## src/rtl/tpu_pkg.sv

```systemverilog
// Shared types and constants for the systolic array sequencer.
package tpu_pkg;

  typedef enum logic [1:0] {
    IDLE,
    FETCH,
    FLUSH,
    DRAIN
  } state_t;

  localparam logic [7:0] FP8_ZERO = 8'h00;
  localparam int         BF16_W   = 16;
  localparam int         N_DEF    = 4;

  // Cycles between the last read and the first result: skew depth plus PE settle.
  function automatic int flush_cyc_f(input int n);
    return 2 * n + 1;
  endfunction

  localparam int FLUSH_CYC = flush_cyc_f(N_DEF);

endpackage

```

## src/rtl/skew_line.sv

```systemverilog
// Per-lane operand delay line; DEPTH=0 degenerates to a wire.
module skew_line #(
  parameter int DEPTH = 0,
  parameter int W     = 8
) (
  input  logic         clk,
  input  logic         rst_n,
  input  logic         i_flush,
  input  logic [W-1:0] i_d,
  output logic [W-1:0] o_q
);

  generate
    if (DEPTH == 0) begin : g_wire
      logic w_unused;
      assign w_unused = &{1'b0, clk, rst_n, i_flush};
      assign o_q      = i_d;
    end else begin : g_pipe
      logic [W-1:0] r_pipe [DEPTH];

      // NOTE: stages update with <= so every stage samples the previous stage's
      // old value; the line is tiny and must emit FP8 zeros after reset, so
      // unlike a RAM every stage is reset.
      always_ff @(posedge clk or negedge rst_n) begin
        if (!rst_n) begin
          for (int s = 0; s < DEPTH; s++) r_pipe[s] <= '0;
        end else if (i_flush) begin
          for (int s = 0; s < DEPTH; s++) r_pipe[s] <= '0;
        end else begin
          r_pipe[0] <= i_d;
          for (int s = 1; s < DEPTH; s++) r_pipe[s] <= r_pipe[s-1];
        end
      end

      assign o_q = r_pipe[DEPTH-1];
    end
  endgenerate

endmodule

```

## src/rtl/systolic_seq_ctrl.sv

```systemverilog
// Job sequencer for an N x N output-stationary FP8 MAC array: operand fetch,
// edge skew, per-diagonal accumulator clear and a valid/ready result drain.
module systolic_seq_ctrl
  import tpu_pkg::*;
#(
  parameter int N  = 4,
  parameter int KW = 9
) (
  input  logic                   clk,
  input  logic                   rst_n,
  input  logic                   start,
  input  logic                   abort,
  input  logic [KW-1:0]          cfg_k,
  output logic                   busy,
  output logic                   done,
  output logic                   rd_en,
  output logic [KW-1:0]          rd_k,
  input  logic [8*N-1:0]         a_rd_data,
  input  logic [8*N-1:0]         b_rd_data,
  output logic [8*N-1:0]         a_feed,
  output logic [8*N-1:0]         b_feed,
  output logic [2*N-2:0]         pe_clear,
  output logic [$clog2(N)-1:0]   sel_row,
  output logic [$clog2(N)-1:0]   sel_col,
  input  logic [BF16_W-1:0]      sel_data,
  output logic                   res_valid,
  input  logic                   res_ready,
  output logic [BF16_W-1:0]      res_data
);

  localparam int SW      = $clog2(N);
  localparam int FW      = $clog2(2 * N + 2);
  localparam int IW      = 2 * SW;
  localparam int L_FLUSH = flush_cyc_f(N);

  state_t         r_state, w_next;
  logic [KW-1:0]  r_k, r_kmax;
  logic [FW-1:0]  r_flush;
  logic [IW-1:0]  r_idx;
  logic           r_done, r_rd_vld, r_first;
  logic [8*N-1:0] r_a_in, r_b_in;
  logic [2*N-2:0] r_clear;
  logic           w_accept, w_k_last, w_flush_last, w_idx_last, w_hs, w_abort;

  assign w_accept     = (r_state == IDLE) && start && (cfg_k != '0);
  assign w_k_last     = (r_k == r_kmax - KW'(1));
  assign w_flush_last = (r_flush == FW'(L_FLUSH - 1));
  assign w_idx_last   = (r_idx == IW'(N * N - 1));
  assign w_hs         = (r_state == DRAIN) && res_ready;
  assign w_abort      = abort && (r_state != IDLE);

  always_ff @(posedge clk or negedge rst_n) begin
    if (!rst_n) r_state <= IDLE;
    else        r_state <= w_next;
  end

  // NOTE: w_next gets a default before the case so no path infers a latch.
  always_comb begin
    w_next = r_state;
    if (w_abort) begin
      w_next = IDLE;
    end else begin
      case (r_state)
        IDLE:    if (w_accept)           w_next = FETCH;
        FETCH:   if (w_k_last)           w_next = FLUSH;
        FLUSH:   if (w_flush_last)       w_next = DRAIN;
        DRAIN:   if (w_hs && w_idx_last) w_next = IDLE;
        default:                         w_next = IDLE;
      endcase
    end
  end

  always_comb begin
    busy      = (r_state != IDLE);
    rd_en     = (r_state == FETCH);
    rd_k      = (r_state == FETCH) ? r_k : '0;
    res_valid = (r_state == DRAIN);
    res_data  = (r_state == DRAIN) ? sel_data : '0;
  end

  assign done     = r_done;
  assign pe_clear = r_clear;
  assign sel_row  = r_idx[IW-1:SW];
  assign sel_col  = r_idx[SW-1:0];

  always_ff @(posedge clk or negedge rst_n) begin
    if (!rst_n) begin
      r_k     <= '0;
      r_kmax  <= '0;
      r_flush <= '0;
      r_idx   <= '0;
      r_done  <= 1'b0;
    end else begin
      r_done <= 1'b0;
      if (!w_abort) begin
        case (r_state)
          IDLE: begin
            if (start && cfg_k == '0) r_done <= 1'b1;
            if (w_accept) begin
              r_kmax  <= cfg_k;
              r_k     <= '0;
              r_flush <= '0;
              r_idx   <= '0;
            end
          end
          FETCH: if (!w_k_last) r_k <= r_k + KW'(1);
          FLUSH: r_flush <= w_flush_last ? '0 : r_flush + FW'(1);
          DRAIN: begin
            if (w_hs && w_idx_last) r_done <= 1'b1;
            else if (w_hs)          r_idx  <= r_idx + IW'(1);
          end
          default: ;
        endcase
      end
    end
  end

  // Input stage: read data is one cycle behind rd_en; idle lanes carry FP8 zero.
  always_ff @(posedge clk or negedge rst_n) begin
    if (!rst_n) begin
      r_rd_vld <= 1'b0;
      r_first  <= 1'b0;
      r_a_in   <= '0;
      r_b_in   <= '0;
      r_clear  <= '0;
    end else if (w_abort) begin
      r_rd_vld <= 1'b0;
      r_first  <= 1'b0;
      r_a_in   <= '0;
      r_b_in   <= '0;
      r_clear  <= '0;
    end else begin
      r_rd_vld <= rd_en;
      r_first  <= rd_en && (r_k == '0);
      r_a_in   <= r_rd_vld ? a_rd_data : {N{FP8_ZERO}};
      r_b_in   <= r_rd_vld ? b_rd_data : {N{FP8_ZERO}};
      r_clear  <= {r_clear[2*N-3:0], r_first};
    end
  end

  generate
    for (genvar l = 0; l < N; l++) begin : g_lane
      skew_line #(.DEPTH(l), .W(8)) u_a_skew (
        .clk     (clk),
        .rst_n   (rst_n),
        .i_flush (w_abort),
        .i_d     (r_a_in[8*l +: 8]),
        .o_q     (a_feed[8*l +: 8])
      );
      skew_line #(.DEPTH(l), .W(8)) u_b_skew (
        .clk     (clk),
        .rst_n   (rst_n),
        .i_flush (w_abort),
        .i_d     (r_b_in[8*l +: 8]),
        .o_q     (b_feed[8*l +: 8])
      );
    end
  endgenerate

endmodule

```

## config.mk

```make
export PLATFORM = sky130hd
export DESIGN_NAME = systolic_seq_ctrl
export DESIGN_NICKNAME = d
export VERILOG_FILES = /design/src/rtl/tpu_pkg.sv /design/src/rtl/skew_line.sv /design/src/rtl/systolic_seq_ctrl.sv
export SDC_FILE = /design/constraint.sdc
export NUM_CORES = 1
export LEC_CHECK = 0
export BUFFER_PORTS_ARGS = -buffer_cell sky130_fd_sc_hd__buf_4
export CORE_ASPECT_RATIO = 1.4
export CORE_MARGIN = 5
export CORE_UTILIZATION = 49
export CTS_BUF_LIST = sky130_fd_sc_hd__clkbuf_8
export CTS_CLUSTER_SIZE = 25
export DETAILED_ROUTE_END_ITERATION = 8
export PLACE_DENSITY_LB_ADDON = 0.1
export REMOVE_ABC_BUFFERS = 1
export SETUP_SLACK_MARGIN = 0.5
export SYNTH_ARGS = -nofsm -noshare
export SYNTH_HDL_FRONTEND = slang
export SYNTH_SLANG_ARGS = --single-unit
```

## constraint.sdc

```tcl
create_clock -name clk -period 2.4 [get_ports clk]
set_input_delay 0.48 -clock clk [delete_from_list [all_inputs] [get_ports clk]]
set_output_delay 0.48 -clock clk [all_outputs]
set_load 0.05 [all_outputs]
```

# Yosys cells after proc, flatten, opt, wreduce, memory -nomap -nowiden
# Cells that the tools add are included.
dict set report totals {
  output_inout_bits 104
  elab_cells 96
  reg_bits 198
}
dict set report classes {
  n_reduce_logical 20
  mux 34
  addsub 4
  n_eq_ne 14
  n_bitwise 1
}
# cell n
set op_table {}
lappend op_table {{two-way mux 32 bit} 4}
lappend op_table {{two-way mux 16 bit} 3}
lappend op_table {{two-way mux 24 bit} 2}
lappend op_table {{two-way mux 9 bit} 3}
lappend op_table {{zero test 9 bit} 2}
lappend op_table {{one-hot mux 9 bit (2 select lines)} 1}
lappend op_table {{two-way mux 4 bit} 4}
lappend op_table {{two-way mux 8 bit} 2}
lappend op_table {{one-hot mux 4 bit (2 select lines)} 2}
lappend op_table {{two-way mux 2 bit} 5}
lappend op_table {{adder 9 x 1 -> 9 bit (second input constant)} 1}
lappend op_table {{== test 9 bit} 1}
lappend op_table {{nonzero test 9 bit} 1}
lappend op_table {{subtractor 9 x 1 -> 9 bit (second input constant)} 1}
lappend op_table {{adder 4 x 1 -> 4 bit (second input constant)} 2}
lappend op_table {{== test 4 bit (second input constant)} 2}
lappend op_table {{one-hot mux 2 bit (4 select lines)} 1}
lappend op_table {{AND reduction 4 bit} 2}
lappend op_table {{nonzero test 2 bit} 4}
lappend op_table {{logical AND 1 bit} 7}
lappend op_table {{two-way mux 7 bit} 1}
lappend op_table {{inequality test 2 bit (second input constant)} 3}
lappend op_table {{inequality test 3 x 1 -> 1 bit (second input constant)} 2}
lappend op_table {{inequality test 3 x 2 -> 1 bit (second input constant)} 2}
lappend op_table {{other kinds (9)} 15}

# Longest topological paths before layout
# Gate-level depths: netlist of the first run.
dict set report logic_depth {
  ltp_word 6
  depth_mapped 10
}

# Cells and area by module
# Synthesis of the first run repeated with hierarchy kept, for this count alone.
dict set report hier_totals {
  hier_cells 650
  area_unflattened_um2 8070.2
}
# mod cells_per_inst seq_area_each_um2 instances area_per_inst_um2
set by_module_without_submodules {}
lappend by_module_without_submodules {systolic_seq_ctrl 404 2552.4 1 4494.3}
lappend by_module_without_submodules {{skew_line (g_lane[3].u_a_skew ...)} 58 600.6 2 873.3}
lappend by_module_without_submodules {{skew_line (g_lane[2].u_a_skew ...)} 41 400.4 2 604.3}
lappend by_module_without_submodules {{skew_line (g_lane[1].u_a_skew ...)} 16 200.2 2 250.2}
lappend by_module_without_submodules {{skew_line (g_lane[0].u_a_skew ...)} 8 0.0 2 60.1}

# Least setup slack after synthesis of the first run
# Ideal clock, no wire load.
dict set report synth_timing {
  path_type {reg2out}
  start {reg r_state[1]}
  end {out rd_k[0]}
  slack_ns -0.156
  required_time_ns 1.920
  arrival_time_ns 2.076
  stages_incl_launch_ff 7
  cell_sequence {dfrtp_1 inv_1 ha_1 clkbuf_4 inv_1 buf_6 nor2_1}
}
dict set report synth_via {
  elab_chain_cells 2
}
# element line_no
set synth_lines {}
lappend synth_lines {{from (decl)} systolic_seq_ctrl.sv:36} ;# state_t r_state, w_next;
lappend synth_lines {{from (signal assigned)} systolic_seq_ctrl.sv:54} ;# else r_state <= w_next;
lappend synth_lines {{== test 2 x 1 -> 1 bit} --}
lappend synth_lines {{net rd_en} systolic_seq_ctrl.sv:16} ;# output logic rd_en,
lappend synth_lines {{two-way mux 9 bit} systolic_seq_ctrl.sv:76} ;# rd_k = (r_state == FETCH) ? r_k : '0;
lappend synth_lines {{to (decl)} systolic_seq_ctrl.sv:17} ;# output logic [KW-1:0] rd_k,
# The timed path passes the listed nets, and every way through them passes these cells.

# Worst setup path after layout of the first run
dict set report layout_timing {
  start {reg r_kmax[3]}
  end {reg r_k[4]}
}
dict set report layout_via {
  elab_chain_cells 4
}
# element line_no
set layout_lines {}
lappend layout_lines {{from (decl)} systolic_seq_ctrl.sv:37} ;# logic [KW-1:0] r_k, r_kmax;
lappend layout_lines {{from (signal assigned)} systolic_seq_ctrl.sv:100} ;# r_kmax <= cfg_k;
lappend layout_lines {{subtractor 9 x 1 -> 9 bit} systolic_seq_ctrl.sv:46} ;# assign w_k_last = (r_k == r_kmax - KW'(1));
lappend layout_lines {{== test 9 bit} systolic_seq_ctrl.sv:46}
lappend layout_lines {{inequality test 2 bit (no source line)} --}
lappend layout_lines {{AND reduction 4 bit (no source line)} --}
lappend layout_lines {{to (signal assigned)} systolic_seq_ctrl.sv:106} ;# FETCH: if (!w_k_last) r_k <= r_k + KW'(1);
lappend layout_lines {{to (decl)} systolic_seq_ctrl.sv:37}
# Every way passes these cells.
# A chain may end at the register's enable or synchronous reset.

==> results of run 1 <==
final cells by class:
type | count | area [um^2] | area share (%)
Multi-Input combinational cell | 360 | 2610 | 24.9
Tap cell | 196 | 245 | 2.34
Sequential cell | 198 | 4960 | 47.2
Clock inverter | 13 | 215 | 2.05
Timing Repair Buffer | 242 | 2150 | 20.5
Clock buffer | 18 | 248 | 2.36
Inverter | 13 | 72.6 | 0.691
metrics by stage:
stage	std cells	total power, mW	util [%]
global placement	989	8.01	60.0
finish	1040	11.3	67.5
detailed placement	989	8.14	60.0
floorplan	571	6.71	-
CTS	1032	11.1	66.3
global route	1040	11.9	67.5
sequential cells by signal, summed over array words and instances (netlist names):
name and flops:
done 1, g_lane.u_a_skew.g_pipe.r_pipe 24, g_lane.u_a_skew.o_q 24, g_lane.u_b_skew.g_pipe.r_pipe 24
g_lane.u_b_skew.o_q 24, pe_clear 7, r_a_in 32, r_b_in 32
r_first 1, r_flush 4, r_idx 4, r_k 9
r_kmax 9, r_rd_vld 1, r_state 2
worst reg2reg max path, cell delays in order (launching register included):
cell,delay [ns]
sky130_fd_sc_hd__dfrtp_1,0.40
sky130_fd_sc_hd__or4_4,0.56
sky130_fd_sc_hd__buf_6,0.14
sky130_fd_sc_hd__nor4_4,0.19
sky130_fd_sc_hd__xnor2_2,0.12
sky130_fd_sc_hd__nand4b_1,0.23
sky130_fd_sc_hd__nor3_4,0.09
sky130_fd_sc_hd__or4_1,0.50
sky130_fd_sc_hd__o211ai_1,0.18
power by group through the flow:
stage | Sequential [mW] | Combinational, mW | Clock, mW
floorplan | 5.11 | 1.60 | 0
CTS | 4.35 | 4.23 | 2.48
detailed placement | 4.41 | 3.73 | 0
finish | 4.35 | 4.53 | 2.41
global placement | 4.37 | 3.63 | 0
global route | 4.43 | 4.83 | 2.61
worst min path at each step:
stage                              start                                        endpoint  slack (ns)  cells after the start
CTS                         a_rd_data[4]                             r_a_in[4]$_DFF_PN0_        0.22                      2
global placement    r_b_in[31]$_DFF_PN0_  g_lane[3].u_b_skew.g_pipe.r_pipe[23]$_DFF_PN0_        0.43                      1
detailed placement  r_a_in[11]$_DFF_PN0_             g_lane[1].u_a_skew.o_q[3]$_DFF_PN0_        0.43                      1
floorplan                          rst_n                                  done$_DFF_PN0_        0.18                      0
global route               a_rd_data[23]                            r_a_in[23]$_DFF_PN0_        0.21                      2
finish                     a_rd_data[23]                            r_a_in[23]$_DFF_PN0_        0.25                      2
cell usage in the layout, fill, tap and decap left out, drive strengths merged, types with 7 or more instances in the layout:
cell,n
a21oi,11
nand2,23
buf,240
ha,10
clkbuf,19
and3,65
dfrtp,198
o21ai,22
nor3,9
nor2,15
nand3,9
inv,19
or3,7
mux2,7
xnor2,10
and2,127
repair_timing:
item / 4_1_cts / 5_1_grt
pin swaps: 8 / 15
hold buffers: 1 / 0
setup endpoints to repair: 43 / 43
setup buffers: 9 / 8
resized for setup: 119 / 30
cloned: 2 / 0
endpoints found under the hold margin: 54 / 0
routing by layer:
layer  part of all wire (%)  track usage (%)
met4                    1.6             5.54
met3                    7.0             5.79
met1                     37             21.7
met2                     55             32.9
met5                      0                0
cells in the mapped netlist, types with 3 or more instances:
| library cell | instances |
|---|---|
| sky130_fd_sc_hd__dfrtp_1 | 198 |
| sky130_fd_sc_hd__a22o_1 | 3 |
| sky130_fd_sc_hd__and3_1 | 65 |
| sky130_fd_sc_hd__and2_1 | 127 |
| sky130_fd_sc_hd__buf_4 | 32 |
| sky130_fd_sc_hd__xnor2_1 | 10 |
| sky130_fd_sc_hd__nor4_1 | 4 |
| sky130_fd_sc_hd__mux2i_1 | 4 |
| sky130_fd_sc_hd__nand4b_1 | 4 |
| sky130_fd_sc_hd__nand4_1 | 3 |
| sky130_fd_sc_hd__inv_1 | 13 |
| sky130_fd_sc_hd__nor2_1 | 15 |
| sky130_fd_sc_hd__clkbuf_1 | 30 |
| sky130_fd_sc_hd__a21oi_1 | 11 |
| sky130_fd_sc_hd__o21ai_1 | 6 |
| sky130_fd_sc_hd__nor3_1 | 8 |
| sky130_fd_sc_hd__nand2_1 | 23 |
| sky130_fd_sc_hd__ha_1 | 10 |
| sky130_fd_sc_hd__o211ai_1 | 3 |
| sky130_fd_sc_hd__o21ai_0 | 16 |
| sky130_fd_sc_hd__mux2_2 | 7 |
| sky130_fd_sc_hd__or3_1 | 7 |
| sky130_fd_sc_hd__nand3_1 | 8 |
logic make-up after synthesis:
kind of cell               after synthesis  share of synthesized area, %
adders and majority gates               10                          1.62
and+or+nand+nor                        277                          21.5
xor gates and xnor gates                12                          1.36
muxes                                   11                          1.53
AOI/OAI and AO/OA                       50                          4.25
buffers and inverters                   80                          5.80
DFF                                    198                          64.0
==> metrics.log, run 1 <==
[metrics] status: finished with violations
[metrics] violations in the final reports: negative setup slack
[metrics] layout cells sized above 1: 40.6%
[metrics] total clock sinks: 198
[metrics] Layout Nets: 936
[metrics] post-placement cell area: 9320 um^2
[metrics] ranking of synthesized cells by area: sky130_fd_sc_hd__dfrtp_1 64%, sky130_fd_sc_hd__and2_1 10%, sky130_fd_sc_hd__and3_1 5.3%
[metrics] number of buffers between clock root and the deepest sink: 2
[metrics] antenna cells: 0
[metrics] largest net degree at the start of global routing: 94
[metrics] ratio of final minimum period to clock period: 104%
[metrics] slew at the pin with the worst max-slew slack: 0.484 ns
[metrics] biggest area consumer among synthesized cells: sky130_fd_sc_hd__dfrtp_1
[metrics] capturing point of the worst reg2reg path: r_k[4]$_DFFE_PN0P_
[metrics] number of synthesized flops with an enable pin: 0
[metrics] final cell area excluding filler cells: 10500 um^2
[metrics] R2R depth: 8
[metrics] crit path to: r_k[4]$_DFFE_PN0P_
[metrics] critical path launch point: r_kmax[3]$_DFFE_PN0P_
[metrics] crit-path max cell delay: 0.56 ns
[metrics] buffers plus inverters on the worst setup path: 1
[metrics] worst hold slack: 0.254 ns
[metrics] number of antenna violations at the first check in global routing: 0
[metrics] worst clock skew: 0.0194 ns
[metrics] YS warnings: 0
[metrics] relative max-transition margin: 67.7%
[metrics] CTS H-Tree Depth: 4
[metrics] number of top-level design ports: 198
[metrics] fraction of synthesized cell area taken by the top area cell type: 64.0%
[metrics] Critical Path AT: 2.87 ns
[metrics] class of the tightest hold or removal check: in -> reg
[metrics] area growth from synthesis to layout: 35.5%
[metrics] proportion of power drawn by flip-flops and latches: 38.5%
[metrics] number of stages on the worst setup path: 8
[metrics] Worst Setup Path Type: reg -> reg
[metrics] clock latency on the worst-skew pair: 0.46 ns
[metrics] sequential element share of the synthesized area: 64.0%
[metrics] Startpoint Class: register
[metrics] number of vias after detailed routing: 5208
[metrics] average detailed-routed wire length per instance: 16.5 um
[metrics] post-synthesis area per instance: 12.1 um^2
[metrics] Tot GR Track Use: 18.8%
[metrics] cell breakdown of the critical path: or4_4, buf_6, nor4_4, xnor2_2, nand4b_1, nor3_4, or4_1, o211ai_1
[metrics] min setup slack post-route: -0.0873 ns
[metrics] accumulated negative setup slack: -0.265 ns
[metrics] count of distinct cell types in the synthesized netlist: 46
[metrics] Comb pwr share: 40.1%
[metrics] DIE AREA: 18500 um^2
[metrics] number of endpoints with negative hold slack in the final report: 0
[metrics] residual antenna-violating net count after detailed routing: 0
[metrics] vias in the first global route: 5490
[metrics] number of pins exceeding their max-slew limit in the final report: 0
[metrics] pre-CTS setup slack: -0.0753 ns
[metrics] drt total wl: 17.1 mm
[metrics] final setup violating endpoints: 7
[metrics] relative contribution of the clock network to total power: 21.3%
[metrics] leakage power summed over all cells: 5.49 nW
[metrics] cell with the largest stage delay on the worst path: sky130_fd_sc_hd__or4_4
[metrics] NetSw: 4.16 mW
[metrics] drc violations: 0
[metrics] Die Y: 159 um
[metrics] global-route wire length before repair: 27.1 mm
[metrics] share of synthesized registers carrying an async set or reset: 100%
[metrics] startpoint of the worst register-to-register path: r_kmax[3]$_DFFE_PN0P_
[metrics] main flop type after synthesis: sky130_fd_sc_hd__dfrtp_1
[metrics] count of input and output buffers: 197
[metrics] crit-path leading delay family: simple AND/OR/NAND/NOR gates
[metrics] RSZ-0062 raised after global routing: yes
[metrics] Die W: 116 um
[metrics] clock-pin slew on the worst setup and hold paths: 0.10 ns
[metrics] summed instance area of the synthesized netlist: 7740 um^2
[metrics] CP Data Required Time: 2.79 ns
[metrics] Switching Fraction: 36.8%
[metrics] count of routing violations after the opening detailed-route iteration: 325
[metrics] cell-internal power: 7.13 mW
[metrics] worst-case vdd ir drop: 1.12 mV
[metrics] CTS tree: built
[metrics] number of search-and-repair iterations in the first detailed-routing pass: 4
[metrics] Critical Path Fanout Max: 5
[metrics] Vias/cell: 5.01
[metrics] Post-Syn Instances: 638
[metrics] root buffer selected by CTS: sky130_fd_sc_hd__clkbuf_8
[metrics] Core Area: 15500 um^2
[metrics] flop and latch count out of synthesis: 198
[metrics] total of max-cap violations: 0
[metrics] power per standard cell area: 1080 nW/um^2
[metrics] final RePlAce weighted congestion: 0.867
[metrics] Filler Cell Count: 1147
[metrics] sum of overflow across all layers after global routing: 0
[metrics] endpoint type of the worst setup path: register
[metrics] initial core utilization: 49.8%
[metrics] clock buffer count from CTS: 17
[metrics] Worst R2R Setup Slack: -0.09 ns
[metrics] post-layout minimum cycle time: 2.49 ns
[metrics] DPL Wire Length: 11.7 mm
[metrics] number of placement rows: 54
[metrics] maximum clock frequency: 402 MHz
(Power assumes the default switching activity.)
==> run 2, diff against run 1 <==
- CORE_UTILIZATION: 49 -> 48
- CTS_BUF_LIST: sky130_fd_sc_hd__clkbuf_8 -> default
==> metrics.log, run 2 (same netlist as run 1, synthesis figures left out) <==
[metrics] Worst Setup Path Type: reg -> reg
[metrics] count of input and output buffers: 197
[metrics] power per standard cell area: 1090 nW/um^2
[metrics] Die Y: 160 um
[metrics] DIE AREA: 18800 um^2
[metrics] area growth from synthesis to layout: 37.0%
[metrics] drt total wl: 16.9 mm
[metrics] CP Data Required Time: 2.76 ns
[metrics] number of buffers between clock root and the deepest sink: 2
[metrics] endpoint type of the worst setup path: register
[metrics] vias in the first global route: 5604
[metrics] clock latency on the worst-skew pair: 0.42 ns
[metrics] clock buffer count from CTS: 17
[metrics] met1 capacity usage during global routing: 20.7%
[metrics] relative max-transition margin: 42.7%
[metrics] initial core utilization: 48.3%
[metrics] layout cells sized above 1: 40.0%
[metrics] commonest non-fill, non-tap cells in the layout: 203 x sky130_fd_sc_hd__buf_4, 197 x sky130_fd_sc_hd__dfrtp_1, 105 x sky130_fd_sc_hd__and2_1
[metrics] Core Area: 16000 um^2
[metrics] status: finished with violations
[metrics] number of antenna violations at the first check in global routing: 0
[metrics] count of routing violations after the opening detailed-route iteration: 302
[metrics] met2 Usage GRT: 30.8%
[metrics] number of pins exceeding their max-slew limit in the final report: 0
[metrics] pre-CTS setup slack: -0.191 ns
[metrics] CTS H-Tree Depth: 4
[metrics] maximum clock frequency: 403 MHz
[metrics] Startpoint Class: register
[metrics] min setup slack post-route: -0.0841 ns
[metrics] leakage power summed over all cells: 5.54 nW
[metrics] worst-case vdd ir drop: 0.714 mV
[metrics] class of the tightest hold or removal check: in -> async
[metrics] total of max-cap violations: 0
[metrics] Critical Path Fanout Max: 8
[metrics] Tot GR Track Use: 17.9%
[metrics] ratio of final minimum period to clock period: 104%
[metrics] most used routing layer in global routing: met2
[metrics] most frequent standard cell in the layout excluding fill and tap cells: sky130_fd_sc_hd__buf_4
[metrics] largest net degree at the start of global routing: 70
[metrics] Critical Path AT: 2.84 ns
[metrics] number of search-and-repair iterations in the first detailed-routing pass: 4
[metrics] global-route wire length before repair: 27.4 mm
[metrics] drc violations: 0
[metrics] slew at the pin with the worst max-slew slack: 0.860 ns
[metrics] number of vias after detailed routing: 5227
[metrics] final setup violating endpoints: 11
[metrics] number of endpoints with negative hold slack in the final report: 0
[metrics] CTS tree: built
[metrics] residual antenna-violating net count after detailed routing: 0
[metrics] worst clock skew: 0.00862 ns
[metrics] post-layout minimum cycle time: 2.48 ns
[metrics] Largest regs: r_a_in x32, r_b_in x32
[metrics] root buffer selected by CTS: sky130_fd_sc_hd__clkbuf_16
[metrics] Die W: 117 um
[metrics] DPL Wire Length: 11.6 mm
[metrics] accumulated negative setup slack: -0.665 ns
[metrics] antenna cells: 0
[metrics] final cell area excluding filler cells: 10600 um^2
[metrics] number of placement rows: 55
[metrics] post-placement cell area: 9370 um^2
[metrics] Post-Route Utilization: 66.2%
[metrics] total clock sinks: 198
[metrics] sum of overflow across all layers after global routing: 0
[metrics] grt met3 use: 6.38%
[metrics] Vias/cell: 4.97
[metrics] worst hold slack: 0.0400 ns
[metrics] average detailed-routed wire length per instance: 16.1 um
[metrics] clock-pin slew on the worst setup and hold paths: 0.08 ns
[metrics] final RePlAce weighted congestion: 0.877
[metrics] Layout Nets: 943
[metrics] number of top-level design ports: 198
[metrics] violations in the final reports: negative setup slack
[metrics] RSZ-0062 raised after global routing: yes
==> run 2: changes by cell type in the layout (fill, tap and decap cells not counted), moves of 3 or more <==
| cell | change |
|---|---|
| sky130_fd_sc_hd__buf_4 | +9 |
| sky130_fd_sc_hd__bufinv_16 | -5 |
| sky130_fd_sc_hd__clkbuf_16 | +18 |
| sky130_fd_sc_hd__clkbuf_8 | -18 |
| sky130_fd_sc_hd__clkinv_4 | +4 |
| sky130_fd_sc_hd__clkinv_8 | +4 |
| sky130_fd_sc_hd__inv_6 | -3 |
| sky130_fd_sc_hd__o21ai_1 | +4 |
| sky130_fd_sc_hd__o21ai_2 | -3 |
==> run 2: per-layer routing <==
metal  routed length [um]  vias to the layer above  part of all wire (%)
li1                     -                     2475                     -
met1                 6410                     2565                    38
met2                 8920                      162                    53
met3                 1260                       25                   7.5
met4                  308                        0                   1.8
met5                    0                        -                     0
==> run 2: cell type report <==
class / count / area [um^2]
Sequential cell: 198 / 4960
Clock inverter: 14 / 161
Multi-Input combinational cell: 360 / 2550
Tap cell: 199 / 249
Inverter: 13 / 56.3
Timing Repair Buffer: 249 / 2210
Clock buffer: 18 / 429
Fill cell: 1232 / 5420
==> run 2: repair_timing <==
| action | CTS | global route |
|---|---|---|
| hold buffers | 0 | 0 |
| pin swaps | 13 | 12 |
| endpoints found under the setup margin | 43 | 188 |
| setup buffers | 8 | 12 |
| gates cloned | 1 | 2 |
| gates resized for setup | 40 | 88 |
==> run 2: report_power, final <==
part | internal (mW) | switching [mW] | leakage, nW
clock network | 1.40 | 1.35 | 0.284
registers | 3.98 | 0.394 | 2.70
logic | 1.87 | 2.54 | 2.56
==> run 2: through the flow <==
step                total power, mW  std cells
finish                         11.5       1051
floorplan                      6.71        571
global route                   12.2       1051
CTS                            11.2       1037
global placement               8.08        996
detailed placement             8.20        996
==> run 2: final timing paths <==
check                                                          startpoint                                   to  slack, ns  cells past startpoint
setup / recovery                                    r_kmax[0]$_DFFE_PN0P_                   r_k[6]$_DFFE_PN0P_      -0.08                     10
setup reg to reg                                    r_kmax[0]$_DFFE_PN0P_                   r_k[6]$_DFFE_PN0P_      -0.08                     10
min in group clk                                            b_rd_data[21]                 r_b_in[21]$_DFF_PN0_       0.29                      2
max in group asynchronous                                           rst_n  g_lane[1].u_b_skew.o_q[7]$_DFF_PN0_       1.68                      2
hold reg to reg            g_lane[2].u_b_skew.g_pipe.r_pipe[12]$_DFF_PN0_  g_lane[2].u_b_skew.o_q[4]$_DFF_PN0_       0.44                      1
hold / removal                                                      rst_n  g_lane[3].u_a_skew.o_q[7]$_DFF_PN0_       0.04                      1
==> run 2: worst max-delay path, stage by stage, from the launching register on <==
cell                       delay, ns
sky130_fd_sc_hd__dfrtp_1        0.41
sky130_fd_sc_hd__buf_4          0.14
sky130_fd_sc_hd__or4_4          0.46
sky130_fd_sc_hd__nor4_4         0.17
sky130_fd_sc_hd__xnor2_1        0.18
sky130_fd_sc_hd__nand4b_1       0.15
sky130_fd_sc_hd__buf_4          0.17
sky130_fd_sc_hd__o41ai_4        0.32
sky130_fd_sc_hd__buf_4          0.20
sky130_fd_sc_hd__o21ai_1        0.07
sky130_fd_sc_hd__a21oi_1        0.15
